===== src/rtl/fp_dmux_scan_pkg.sv =====
// rtl/fp_dmux_scan_pkg.sv - shared defaults, channel indices and select-mode type for the front-panel mux
package fp_dmux_scan_pkg;

  localparam int DEF_WIDTH      = 12;
  localparam int DEF_N_CH       = 6;
  localparam int DEF_DEFAULT_CH = 5;
  localparam int DEF_SCAN_DIV   = 50_000_000;
  localparam int DEF_RUN_HOLD   = 5_000_000;

  localparam int CH_STATE  = 5;
  localparam int CH_STATUS = 4;
  localparam int CH_AC     = 3;
  localparam int CH_MB     = 2;
  localparam int CH_MQ     = 1;
  localparam int CH_BUS    = 0;

  typedef enum logic [1:0] {
    SEL_MANUAL,
    SEL_SCAN,
    SEL_DEFAULT
  } sel_mode_e;

endpackage


===== src/rtl/fp_led_stretch.sv =====
// rtl/fp_led_stretch.sv - RUN lamp pulse stretcher
// Keeps the lamp lit RUN_HOLD clocks after running drops so short bursts stay visible.
module fp_led_stretch
  import fp_dmux_scan_pkg::*;
#(
  parameter int RUN_HOLD = DEF_RUN_HOLD
) (
  input  logic clk,
  input  logic reset,
  input  logic running,
  input  logic sw_active,
  output logic run_led
);

  localparam int HW = (RUN_HOLD > 0) ? $clog2(RUN_HOLD + 1) : 1;

  logic [HW-1:0] hold_cnt;

  always_ff @(posedge clk or posedge reset) begin
    if (reset) begin
      hold_cnt <= '0;
    end else if (running) begin
      hold_cnt <= HW'(RUN_HOLD);
    end else if (hold_cnt != '0) begin
      hold_cnt <= hold_cnt - 1'b1;
    end
  end

  assign run_led = running | (hold_cnt != '0) | sw_active;

endmodule


===== src/rtl/fp_dmux_scan.sv =====
// rtl/fp_dmux_scan.sv - front-panel data mux with priority select, timed auto-scan and freeze
module fp_dmux_scan
  import fp_dmux_scan_pkg::*;
#(
  parameter int WIDTH      = DEF_WIDTH,
  parameter int N_CH       = DEF_N_CH,
  parameter int DEFAULT_CH = DEF_DEFAULT_CH,
  parameter int SCAN_DIV   = DEF_SCAN_DIV,
  parameter int RUN_HOLD   = DEF_RUN_HOLD
) (
  input  logic                    clk,
  input  logic                    reset,
  input  logic [N_CH*WIDTH-1:0]   src,
  input  logic [N_CH-1:0]         dsel,
  input  logic                    scan_en,
  input  logic                    freeze,
  input  logic                    running,
  input  logic                    sw_active,
  output logic [WIDTH-1:0]        dout,
  output logic [$clog2(N_CH)-1:0] cur_ch,
  output logic                    run_led
);

  localparam int CW = $clog2(N_CH);
  localparam int TW = (SCAN_DIV > 1) ? $clog2(SCAN_DIV) : 1;

  function automatic logic [CW-1:0] hi_index(input logic [N_CH-1:0] v);
    hi_index = '0;
    for (int i = 0; i < N_CH; i++) begin
      if (v[i]) hi_index = CW'(i);
    end
  endfunction

  logic [WIDTH-1:0] src_arr [N_CH];
  logic [CW-1:0]    scan_idx;
  logic [TW-1:0]    scan_tmr;
  logic [CW-1:0]    manual_ch;
  logic [CW-1:0]    chosen;
  sel_mode_e        mode;

  for (genvar k = 0; k < N_CH; k++) begin : g_src
    assign src_arr[k] = src[k*WIDTH +: WIDTH];
  end

  always_comb begin
    manual_ch = hi_index(dsel);
    if (dsel != '0)   mode = SEL_MANUAL;
    else if (scan_en) mode = SEL_SCAN;
    else              mode = SEL_DEFAULT;
    case (mode)
      SEL_MANUAL: chosen = manual_ch;
      SEL_SCAN:   chosen = scan_idx;
      default:    chosen = CW'(DEFAULT_CH);
    endcase
  end

  always_ff @(posedge clk or posedge reset) begin
    if (reset) begin
      dout     <= '0;
      cur_ch   <= CW'(DEFAULT_CH);
      scan_idx <= '0;
      scan_tmr <= '0;
    end else begin
      if (!freeze) begin
        dout   <= src_arr[chosen];
        cur_ch <= chosen;
      end
      // Manual viewing re-seeds the scan so it resumes here with a full dwell.
      case (mode)
        SEL_MANUAL: begin
          scan_tmr <= '0;
          scan_idx <= manual_ch;
        end
        SEL_SCAN: begin
          if (scan_tmr == TW'(SCAN_DIV - 1)) begin
            scan_tmr <= '0;
            scan_idx <= (scan_idx == CW'(N_CH - 1)) ? '0 : scan_idx + 1'b1;
          end else begin
            scan_tmr <= scan_tmr + 1'b1;
          end
        end
        default: scan_tmr <= '0;
      endcase
    end
  end

  fp_led_stretch #(
    .RUN_HOLD (RUN_HOLD)
  ) u_led_stretch (
    .clk       (clk),
    .reset     (reset),
    .running   (running),
    .sw_active (sw_active),
    .run_led   (run_led)
  );

endmodule

===== config.mk =====
export PLATFORM = sky130hd
export DESIGN_NAME = fp_dmux_scan
export DESIGN_NICKNAME = d
export VERILOG_FILES = /design/src/rtl/fp_dmux_scan_pkg.sv /design/src/rtl/fp_led_stretch.sv /design/src/rtl/fp_dmux_scan.sv
export SDC_FILE = /design/constraint.sdc
export NUM_CORES = 1
export LEC_CHECK = 0
export CORE_MARGIN = 2
export CORE_UTILIZATION = 50
export CTS_CLUSTER_DIAMETER = 120
export DETAILED_ROUTE_END_ITERATION = 8
export PLACE_DENSITY = 0.81
export RECOVER_POWER = 25
export SLEW_MARGIN = 20
export SYNTH_ARGS = -nofsm -noshare
export SYNTH_HDL_FRONTEND = slang
export SYNTH_SLANG_ARGS = --single-unit

===== constraint.sdc =====
create_clock -name clk -period 4.7 [get_ports clk]
set_input_delay 1.41 -clock clk [delete_from_list [all_inputs] [get_ports clk]]
set_output_delay 1.41 -clock clk [all_outputs]
set_load 0.1 [all_outputs]

==> summary.md <==
The tools report the portion of the post-synthesis area used by sequential elements as 40.3%. The commonest cells after synthesis are 65 x dfrtp_1, 50 x nor2_1, 39 x mux2i_1. Once detailed placement completed, the half-perimeter wirelength came to 7500 µm. The transition time of the tightest slew-check pin works out to 1390 ps.

Of the cells placed in the final design, the portion with a size suffix greater than 1 is 10.0%. STA classifies the critical path endpoint as a register. Yosys printed 0 warnings. The async set-reset flop share out of synthesis came out at 100%. The run gives 263 MHz as the fmax. The longest clock path from root to sink contains 2 buffers. The worst relative slew slack was 7.51%. For the area of the placeable core, the log shows 8130 µm². Data on the critical path arrives at its endpoint at 4070 ps. Counting flops with a built-in enable in the synthesized netlist gives 0.

From left edge to right edge, the die measures 95.3 µm. The run gives 41 as the maximum number of pins on one net before global-route repair. The initial antenna violation count came out at 0. The global placement routability congestion came out at 0.824. The run finished with clean final reports. For the worst-skew pair, the clock arrives at the later sink with an insertion delay of 340 ps. For this design the ratio of total power to cell area is 276 nW/µm². Post-CTS timing repair inserted 0 buffers for setup. The number of failing setup endpoints in the final timing report came out at 0. Of the post-synthesis cell area, the part taken by muxes is 14.5%. The growth of design area from synthesis to finish works out to 30.9%.

Yosys attributes the largest share of cell area to dfrtp_1 39%, mux2i_1 9.4%, mux2_2 5.1%. Clock tree synthesis found a total of 67 sinks. Across the VDD grid, the largest voltage drop is 201 µV. The number of buffers inserted by port buffering was 99. Subtracting the final worst setup slack from the clock period gives 3800 ps.

After Yosys synthesis, XOR and XNOR cells account for 6.30% of the synthesized area. The synthesized design devotes to its leading area cell type 39.0% of total area. The count of instances resized after the clock tree is built is 0. The flip-flop and latch count after synthesis was 67; the via count of the first global-routing pass was 3594.

The net count of the finished layout is 631. The antenna violation net count after detailed routing came out at 0. In this run the worst hold path is classified as register to register.

Setup repair after global routing left no endpoint under its margin. Setup total negative slack on the finished layout was measured at 0 ps. The first global-routing pass estimated 16300 µm of wire. The maximum clock skew at final layout is 10.7 ps, and the number of hold-slack violations in the final timing report is 0. The average wire per cell in the routed design was 15.8 µm; the detailed-route via count was 3718. Using the TritonRoute via totals, the vias-per-cell ratio works out to 5.68. Summing the areas of all compound-gate instances in the mapped netlist gives 10.5% of the synthesized area.

The I/O pin total came out at 100. Critical path start-end classification: input pin to register. Most common cell in the synthesized netlist: dfrtp_1.

The cell accounting for the most synthesized area was dfrtp_1. After floorplanning, the core was divided into 33 placement rows. After synthesis the cells add up to 4170 µm². The run gives 10300 µm as the wire length after detailed routing. The initial standard-cell utilization of the core was 51.3%. After Yosys synthesis, full adders, half adders and majority gates account for 0.600% of the synthesized area.

For this run, the leading register cell type out of synthesis is dfrtp_1. Post-synthesis net count: 533. Across every metal layer, demand over resource in global routing totals 22.8%. Summed over all cells, the static leakage comes to 0.00218 µW.

The tools report the final-report max-slew violation count as 0. The synthesized-area fraction occupied by and/or/nand/nor cells works out to 24.8%. The tools report the number of hold buffers added after cts as 0.

The H-tree generated during clock tree synthesis spans 3 levels. The tools report the kind of start point of the critical path as an input pin. The tree is rooted in a clkbuf_8. Of all nets on the critical path, the largest fanout is 24.

The floorplan step defined a die boundary enclosing 9090 µm². The overall overflow remaining after global route was 0; the height of the die was 95.3 µm. For the end-of-flow core utilization, the log shows 67.1%.

After synthesis, the mean cell area works out to 9.33 µm². For the worst setup path, the data required time is 4960 ps. After clock tree synthesis, the clock-pin slew on the worst setup and hold paths is 90 ps. After detailed routing, the number of remaining DRC violations is 0. The length of the first detailed-routing pass in iterations is 4, and the number of unique standard cell types used by synthesis is 49.

The tools report the gate count after technology mapping as 447. The tool flagged a number of max-cap violations equal to 0. By area, the combinational part of the netlist is dominated by simple AND/OR/NAND/NOR gates. The number of DRC markers in iteration 0 was 141. The repair_antennas step left the layout with diodes totalling 0. TritonCTS built the clock tree.

The total CTS buffers is 9, and the post-route fraction of the period consumed by the critical path is 81.0%.
[path summary, 6_finish.rpt]
kind	end	from	cells after the start	slack [ps]
max	scan_tmr[5]$_DFF_PP0_	dsel[2]	6	900
min	u_led_stretch.hold_cnt[22]$_DFFE_PP0P_	u_led_stretch.hold_cnt[22]$_DFFE_PP0P_	1	500
max reg2reg	u_led_stretch.hold_cnt[20]$_DFFE_PP0P_	u_led_stretch.hold_cnt[0]$_DFFE_PP0P_	7	2310
min reg2reg	u_led_stretch.hold_cnt[22]$_DFFE_PP0P_	u_led_stretch.hold_cnt[22]$_DFFE_PP0P_	1	500
max in group asynchronous	dout[9]$_DFFE_PP0N_	reset	3	1390
min in group asynchronous	u_led_stretch.hold_cnt[15]$_DFFE_PP0P_	reset	2	1600
[critical path, cell delays in order]
cell             delay [ps]
clkdlybuf4s50_1         460
nor4_1                  680
nand2_1                 240
a31oi_1                 410
nand2_1                 590
nor2_1                  280
[cell type report]
| type | count | area, µm² |
|---|---|---|
| well taps | 105 | 131 |
| clock inverters | 6 | 48.8 |
| clock buffers | 10 | 138 |
| fillers | 647 | 2680 |
| inverters | 8 | 30.0 |
| flip-flops and latches | 67 | 1680 |
| repair buffers | 108 | 1060 |
| multi-input cells | 351 | 2370 |
[cells by family after synthesis]
| family | Yosys count |
|---|---|
| AO/OA/AOI/OAI | 72 |
| adder cells (fa/ha/maj) | 2 |
| buffers and inverters | 29 |
| AND/OR/NAND/NOR | 189 |
| flip-flops | 67 |
| multiplexers | 58 |
| XOR/XNOR | 30 |
[report_power, final]
part	switching, µW	internal [µW]	total, µW
combinational	253	167	420
clock	242	210	453
sequential	26.5	608	634
[placed cells by master, fill, tap and decap left out, types with 2 or more instances in the layout]
cell,instances
and4_1,3
xnor2_1,6
nor4_1,8
a21o_1,2
and3_1,10
o21ai_0,11
inv_1,8
clkinv_4,4
o211ai_1,14
mux2i_1,39
nand2b_1,28
or3_1,6
nor2_1,50
or2_2,2
clkbuf_1,2
ha_1,2
dfstp_2,2
a21oi_1,34
nor3_1,9
nand3_1,15
dlygate4sd3_1,2
o31ai_1,3
nand2_1,26
xor2_1,24
clkbuf_8,10
dfrtp_1,65
nand4_1,8
nor4b_1,2
nand4bb_1,2
nor2b_1,7
or3b_2,2
clkdlybuf4s50_1,96
buf_4,7
nor3b_1,2
mux2_2,19
[sequential cells by signal (all words and copies together), names as in the netlist]
register and count:
scan_idx 3, dout 12, scan_tmr 26, u_led_stretch.hold_cnt 23
cur_ch 3
[per-layer routing]
| layer | share of wire, % | vias up | global-route usage [%] |
|---|---|---|---|
| met5 | 0 | - | 0 |
| met4 | 2.2 | 0 | 8.70 |
| met3 | 6.2 | 24 | 4.51 |
| met2 | 51 | 118 | 39.5 |
| met1 | 41 | 1781 | 28.1 |
| li1 | - | 1795 | - |
[through the flow]
stage	instances	hold slack [ps]	cell area, µm²	setup WS (ps)	total power [µW]
6_report	655	503	5460	895	1510
5_1_grt	655	533	5460	585	1570
4_1_cts	655	495	5470	910	1520
3_5_place_dp	639	475	5280	596	1070
3_3_place_gp	639	468	5280	820	1060
2_1_floorplan	447	451	4170	638	919
Power figures use the tool's default switching activity.
